## config.mk

```make
export PLATFORM = sky130hd
export DESIGN_NAME = tag_stream_source
export DESIGN_NICKNAME = d
export VERILOG_FILES = /design/src/rtl/tag_stream_pkg.sv /design/src/rtl/tag_stream_source_lane_select.sv /design/src/rtl/tag_stream_source.sv
export SDC_FILE = /design/constraint.sdc
export NUM_CORES = 2
export LEC_CHECK = 0
export CAP_MARGIN = 25
export CELL_PAD_IN_SITES_DETAIL_PLACEMENT = 0
export CELL_PAD_IN_SITES_GLOBAL_PLACEMENT = 1
export CORE_UTILIZATION = 29
export CTS_CLUSTER_DIAMETER = 200
export DETAILED_ROUTE_END_ITERATION = 8
export DONT_BUFFER_PORTS = 1
export PLACE_DENSITY_LB_ADDON = 0.1
export SLEW_MARGIN = 15
export SYNTH_ARGS = -nofsm -noshare
export SYNTH_HDL_FRONTEND = slang
export SYNTH_SLANG_ARGS = --single-unit
```

## constraint.sdc

```tcl
create_clock -name clk -period 60 [get_ports clk]
set_input_delay 12 -clock clk [delete_from_list [all_inputs] [get_ports clk]]
set_output_delay 12 -clock clk [all_outputs]
set_load 0.01 [all_outputs]
```

## src/rtl/tag_stream_pkg.sv

```systemverilog
// Shared sizing helpers, tag record and FSM encoding for the time-tag stream source.
package tag_stream_pkg;

  localparam int DEF_NUM_OF_CHANNELS  = 12;
  localparam int DEF_TIME_WIDTH       = 64;
  localparam int DEF_HEARTBEAT_CYCLES = 256;

  function automatic int ch_w(input int num_of_channels);
    return (num_of_channels > 1) ? $clog2(num_of_channels) : 1;
  endfunction

  localparam int TAG_CH_W = ch_w(DEF_NUM_OF_CHANNELS);
  localparam int HB_W     = $clog2(DEF_HEARTBEAT_CYCLES);

  typedef struct packed {
    logic [DEF_TIME_WIDTH-1:0] tagtime;
    logic [TAG_CH_W-1:0]       channel;
  } tag_t;

  typedef enum logic {IDLE, DRAIN} state_t;

endpackage

```

## src/rtl/tag_stream_source_lane_select.sv

```systemverilog
// Picks the lowest-indexed pending channels, one per output lane, and returns what is left.
module tag_lane_select
  import tag_stream_pkg::*;
#(
  parameter int NUM_OF_CHANNELS = DEF_NUM_OF_CHANNELS,
  parameter int WORD_WIDTH      = 4,
  parameter int CH_W            = ch_w(NUM_OF_CHANNELS)
) (
  input  logic [NUM_OF_CHANNELS-1:0] pending,
  output logic [WORD_WIDTH*CH_W-1:0] lane_ch,
  output logic [WORD_WIDTH-1:0]      lane_valid,
  output logic [NUM_OF_CHANNELS-1:0] remaining
);

  logic [NUM_OF_CHANNELS-1:0] work;
  logic [CH_W-1:0]            sel;

  // Each lane stage encodes the lowest set bit, then strips it for the next stage.
  always_comb begin
    work       = pending;
    sel        = '0;
    lane_ch    = '0;
    lane_valid = '0;
    for (int k = 0; k < WORD_WIDTH; k++) begin
      sel = '0;
      for (int i = NUM_OF_CHANNELS - 1; i >= 0; i--) begin
        if (work[i]) sel = CH_W'(i);
      end
      lane_valid[k]            = |work;
      lane_ch[k*CH_W +: CH_W]  = sel;
      work                     = work & (work - NUM_OF_CHANNELS'(1));
    end
    remaining = work;
  end

endmodule

```

## src/rtl/tag_stream_source.sv

```systemverilog
// Packs per-channel event strobes with fine timestamps into AXI-stream tag beats,
// with a lowest-time-bound per beat and bound-only heartbeats while idle.
module tag_stream_source
  import tag_stream_pkg::*;
#(
  parameter int  NUM_OF_CHANNELS  = DEF_NUM_OF_CHANNELS,
  parameter int  WORD_WIDTH       = 4,
  parameter int  FINE_WIDTH       = 12,
  parameter int  CLK_PERIOD_PS    = 3200,
  parameter int  TIME_WIDTH       = DEF_TIME_WIDTH,
  parameter int  HEARTBEAT_CYCLES = DEF_HEARTBEAT_CYCLES,
  localparam int CH_W             = ch_w(NUM_OF_CHANNELS)
) (
  input  logic                                 clk,
  input  logic                                 rst,
  input  logic                                 s_enable,
  input  logic [NUM_OF_CHANNELS-1:0]           s_event,
  input  logic [NUM_OF_CHANNELS*FINE_WIDTH-1:0] s_fine,
  output logic                                 m_tvalid,
  input  logic                                 m_tready,
  output logic [WORD_WIDTH-1:0]                m_tkeep,
  output logic [WORD_WIDTH*TIME_WIDTH-1:0]     m_tagtime,
  output logic [WORD_WIDTH*CH_W-1:0]           m_channel,
  output logic [TIME_WIDTH-1:0]                m_lowest_time_bound,
  output logic [31:0]                          dropped_events
);

  state_t                              state_q, state_d;
  logic [NUM_OF_CHANNELS-1:0]          pend_q, pend_d, remaining;
  logic [NUM_OF_CHANNELS*FINE_WIDTH-1:0] fine_q;
  logic [TIME_WIDTH-1:0]               base_time, cap_base_q;
  logic [HB_W-1:0]                     hb_cnt;
  logic [WORD_WIDTH*CH_W-1:0]          lane_ch;
  logic [WORD_WIDTH-1:0]               lane_valid;
  tag_t                                lane_tag [WORD_WIDTH];
  logic                                load, any_event, drain_load, drain_last;
  logic                                capture, drop, hb_fire;
  logic [32:0]                         drop_sum;

  tag_lane_select #(
    .NUM_OF_CHANNELS (NUM_OF_CHANNELS),
    .WORD_WIDTH      (WORD_WIDTH),
    .CH_W            (CH_W)
  ) u_lane_select (
    .pending    (pend_q),
    .lane_ch    (lane_ch),
    .lane_valid (lane_valid),
    .remaining  (remaining)
  );

  // A capture is allowed when nothing is pending, or when this cycle's load empties the bitmap.
  always_comb begin
    load       = !m_tvalid || m_tready;
    any_event  = s_enable && (|s_event);
    drain_load = (state_q == DRAIN) && load;
    drain_last = drain_load && (remaining == '0);
    capture    = any_event && ((state_q == IDLE) || drain_last);
    drop       = any_event && !capture;
    hb_fire    = (state_q == IDLE) && load && (hb_cnt == HB_W'(HEARTBEAT_CYCLES - 1));
    pend_d     = pend_q;
    state_d    = state_q;
    if (drain_load) pend_d = remaining;
    if (capture)    pend_d = s_event;
    case (state_q)
      IDLE:  if (capture) state_d = DRAIN;
      DRAIN: if (drain_last && !capture) state_d = IDLE;
    endcase
  end

  always_comb begin
    drop_sum = {1'b0, dropped_events};
    for (int i = 0; i < NUM_OF_CHANNELS; i++) drop_sum = drop_sum + 33'(s_event[i]);
  end

  always_comb begin
    for (int k = 0; k < WORD_WIDTH; k++) begin
      lane_tag[k].channel = lane_ch[k*CH_W +: CH_W];
      lane_tag[k].tagtime = '0;
      if (lane_valid[k])
        lane_tag[k].tagtime = cap_base_q +
          TIME_WIDTH'(fine_q[int'(lane_ch[k*CH_W +: CH_W])*FINE_WIDTH +: FINE_WIDTH]);
    end
  end

  // Heartbeat counter idles at its terminal value until the output register can take a beat.
  always_ff @(posedge clk or posedge rst) begin
    if (rst) begin
      state_q        <= IDLE;
      pend_q         <= '0;
      fine_q         <= '0;
      cap_base_q     <= '0;
      base_time      <= '0;
      hb_cnt         <= '0;
      dropped_events <= '0;
    end else begin
      state_q   <= state_d;
      pend_q    <= pend_d;
      base_time <= base_time + TIME_WIDTH'(CLK_PERIOD_PS);
      if (capture) begin
        fine_q     <= s_fine;
        cap_base_q <= base_time;
      end
      if (drop) dropped_events <= drop_sum[32] ? '1 : drop_sum[31:0];
      if (drain_load || hb_fire)
        hb_cnt <= '0;
      else if ((state_q == IDLE) && (hb_cnt != HB_W'(HEARTBEAT_CYCLES - 1)))
        hb_cnt <= hb_cnt + HB_W'(1);
    end
  end

  always_ff @(posedge clk or posedge rst) begin
    if (rst) begin
      m_tvalid            <= 1'b0;
      m_tkeep             <= '0;
      m_tagtime           <= '0;
      m_channel           <= '0;
      m_lowest_time_bound <= '0;
    end else if (load) begin
      if (drain_load) begin
        m_tvalid            <= 1'b1;
        m_tkeep             <= lane_valid;
        m_lowest_time_bound <= cap_base_q;
        for (int k = 0; k < WORD_WIDTH; k++) begin
          m_tagtime[k*TIME_WIDTH +: TIME_WIDTH] <= lane_tag[k].tagtime;
          m_channel[k*CH_W +: CH_W]             <= lane_tag[k].channel;
        end
      end else if (hb_fire) begin
        m_tvalid            <= 1'b1;
        m_tkeep             <= '0;
        m_tagtime           <= '0;
        m_channel           <= '0;
        m_lowest_time_bound <= base_time;
      end else begin
        m_tvalid <= 1'b0;
      end
    end
  end

  // Fine values at or beyond one clock period are the producer's fault; flag them.
  for (genvar i = 0; i < NUM_OF_CHANNELS; i++) begin : g_fine_check
    assert property (@(posedge clk) disable iff (rst)
      (s_enable && s_event[i]) |-> (32'(s_fine[i*FINE_WIDTH +: FINE_WIDTH]) < 32'(CLK_PERIOD_PS)));
  end

endmodule

```

==> impl_results.md <==
- CTS resizes: 0
- TNS Setup: 0 ns
- Met3 WL post-DR: 11,440 um
- Power Dens Cells: 68.81 nW/um^2
- Synth Area in XOR/XNOR: 0.06882
- Total track usage: 0.2526
- Tcrit/Tclk final: 0.2753
- Clk slew on worst S/H paths: 0.06 ns
- Post-route minimum period: 16.52 ns
- Slew margin rel.: 0.2655
- Die area: 123,800 sq um
- Fin Hold WS: 0.4826 ns
- Site Rows: 128
- Final setup vio count: 0
- H-tree Lvls: 3
- CORE AREA: 121,600 sq um
- Fmax: 0.06055 GHz
- DRC violation total after the first TritonRoute iteration: 2,552
- Bufs and invs on worst path: 3
- Post-CTS Hold Fix Bufs: 0
- CTS tree: done
- Critical path's largest stage delay: 0.52 ns
- Post-route ant nets: 0
- Wl on met1: 65,880 um
- CP max stage cell: fa_1
- Unrepaired setup endpoints after global routing: no
- Worst vdd ir: 0.06305 mV
- #FFs+latches synth: 645
- Share of cells above drive strength 1: 0.08028
- Sequential element share of the synthesized area: 0.4546
- Mapped Area: 35,510 sq um
- Die X: 351.9 um
- Delay-heaviest family, CP: adder cells
- DR vias: 29.71k
- Worst Setup Start Kind: input port
- Max Slew Vio Count: 0
- Leak: 17.16 nW
- Simple-gate share of the synthesized area: 0.2158
- CTS Root Cell: clkbuf_16
- Setup bufs post-CTS: 0
- CP Capture Type: flop
- Detailed-route wire length: 158,600 um
- Initial Util: 0.2921
- Clk_lat worst skew: 0.68 ns
- DRT Pass-1 Iters: 7
- Clk sinks: 645
- Metal2 WL: 76,270 um
- Vias in the first global route: 29.81k
- Post-Synthesis Cells: 4,103
- Layout fillers: 12.96k
- First-pass GRT wire length: 229,900 um
- Final Power: 0.002740 W
- CP max FO: 22
- Synthesis Warnings: 0
- Dpl hpwl: 115,900 um
- Post-synth EDFFs: 0
- Final Hold Fails: 0
- Worst endpoint required time: 60.51 ns
- Status: finished clean
- Top sig layer: met5
- CP cell instances: fa_1, inv_1, fa_1, fa_1, fa_1, inv_1, fa_1, fa_1, a21o_1, a21oi_1, inv_1, a21oi_1, nor2_1, nand3_1, or2_2, and2_4, a41oi_1
- Die Y: 351.9 um
- Post-synth top flop: dfrtp_1
- Adder-Cell Fraction of Synth Area: 0.01991
- Worst slew pin tran: 1.100 ns
- Crit. Startpoint: s_event[0]
- Final worst slack: 43.48 ns
- Syn_area_per_cell: 8.654 sq um
- Ports: 533
- CP arrival: 17.03 ns
- Compound-cell area share of the yosys netlist: 0.1353
- Synth area leaders: dfrtp_1 45%, nand2_1 13%, o21ai_0 4.0%
- PortBufs: 0
- Initial antenna violation count: 8
- HP Class: flop to flop
- CP most frequent cell: fa_1
- Total of max-cap violations: 0
- Clock buffer depth: 3
- Area growth syn-to-layout: 12.14%
- Unique cell type count in the Yosys netlist: 80
- Hold Crit Start: base_time[7]$_DFF_PP0_
- Congestion Overflow GR: 0
- Nets: 4,178
- DP Worst Slack: 42.74 ns
- Synth area leader: dfrtp_1
- Mux contribution to synthesized area: 0.06420
- Largest net degree at the start of global routing: 177
- Reg-to-reg critical path startpoint: pend_q[3]$_DFFE_PP0P_
- Main combinational cell family by area after synthesis: simple AND/OR/NAND/NOR gates
- Placer Congestion: 0.8720
- Final Skew: 0.03029 ns
- Via/cell ratio: 5.245
- Crit path kind: input port to flop
- DRC viols: 0
- Ys async rst share: 1.000
- Top-area cell type share of the netlist area: 0.4546
- Num CTS Buffers: 82
- Avg WL per Cell: 27.99 um
[Yosys cell counts (59+ instances only)]
cell type and number:
a31oi_1 82, xor2_1 117, nor2_1 277, dfrtp_1 645, nand3_1 63, clkbuf_1 198, o21ai_0 285, nor3_1 59
nand2_1 1220, xnor2_1 162, mux2i_1 113, a21oi_1 108
[final timing paths]
kind | end | slack, ns | depth (start not counted)
worst min-delay path | base_time[7]$_DFF_PP0_ | 0.48 | 1
worst max register to register | m_tagtime[246]$_DFFE_PP0P_ | 51.08 | 23
max in group asynchronous | fine_q[60]$_DFFE_PP0P_ | 45.47 | 5
worst min register to register | base_time[7]$_DFF_PP0_ | 0.48 | 1
min in group asynchronous | m_tagtime[150]$_DFFE_PP0P_ | 11.30 | 1
worst max-delay path | dropped_events[11]$_DFFE_PP0P_ | 43.48 | 17
[state kept, by name (all words and copies together), names as in the netlist, 8 cells and up]
| register | flops |
|---|---|
| m_lowest_time_bound | 57 |
| hb_cnt | 8 |
| m_channel | 16 |
| pend_q | 12 |
| fine_q | 144 |
| dropped_events | 32 |
| base_time | 57 |
| m_tagtime | 256 |
| cap_base_q | 57 |
[final cells by class]
class	instances	area [sq um]	share of cell area
clock buffer	122	2404	0.06037
sequential	645	16140	0.4054
clock inverter	25	315.3	0.007919
antenna	4	10.01	0.0002514
multi-input combinational	3114	18100	0.4546
tap	1625	2033	0.05106
inverter	55	214.0	0.005373
timing repair buffer	75	599.3	0.01505
[metal layers]
layer,GRT usage,up-vias
met5,0,-
met4,0.08279,2
met3,0.06321,184
met2,0.4223,904
met1,0.3166,14863
li1,-,13760
[metrics by stage]
step	util	cell area, sq um	cells
after floorplan	-	35530	4109
after CTS	0.3270	39750	5657
after global routing	0.3275	39810	5664
after detailed placement	0.3047	37040	5510
after global placement	0.3045	37020	5508
final	0.3276	39820	5665
[kinds of logic (layout without fill, tap and decap cells)]
| logic type | Yosys count | after routing |
|---|---|---|
| multiplexers | 179 | 179 |
| adder cells (fa/ha/maj) | 50 | 50 |
| buffers and inverters | 350 | 277 |
| flip-flops | 645 | 645 |
| AND/OR/NAND/NOR | 1839 | 1839 |
| other | 1 | 11 |
| AO/OA/AOI/OAI | 760 | 760 |
| XOR/XNOR | 279 | 279 |
[power breakdown]
part           switching [W]  internal (W)  leakage (nW)
combinational       0.000966      0.000523          7.32
clock               0.000210      0.000303          1.34
sequential          0.000200      0.000538          8.50
[cells in the final DEF (no fill, tap or decap), types with 54 or more instances in the layout]
master,instances
a21oi_1,105
nand2_1,1218
xor2_1,117
a31oi_1,81
nor3_1,58
buf_4,69
xnor2_1,162
dfrtp_1,645
clkbuf_16,83
o21ai_0,284
nor2_1,274
mux2i_1,113
nand4_1,55
inv_1,54
nand3_1,63
No activity file was read; power rests on OpenSTA's default activity.
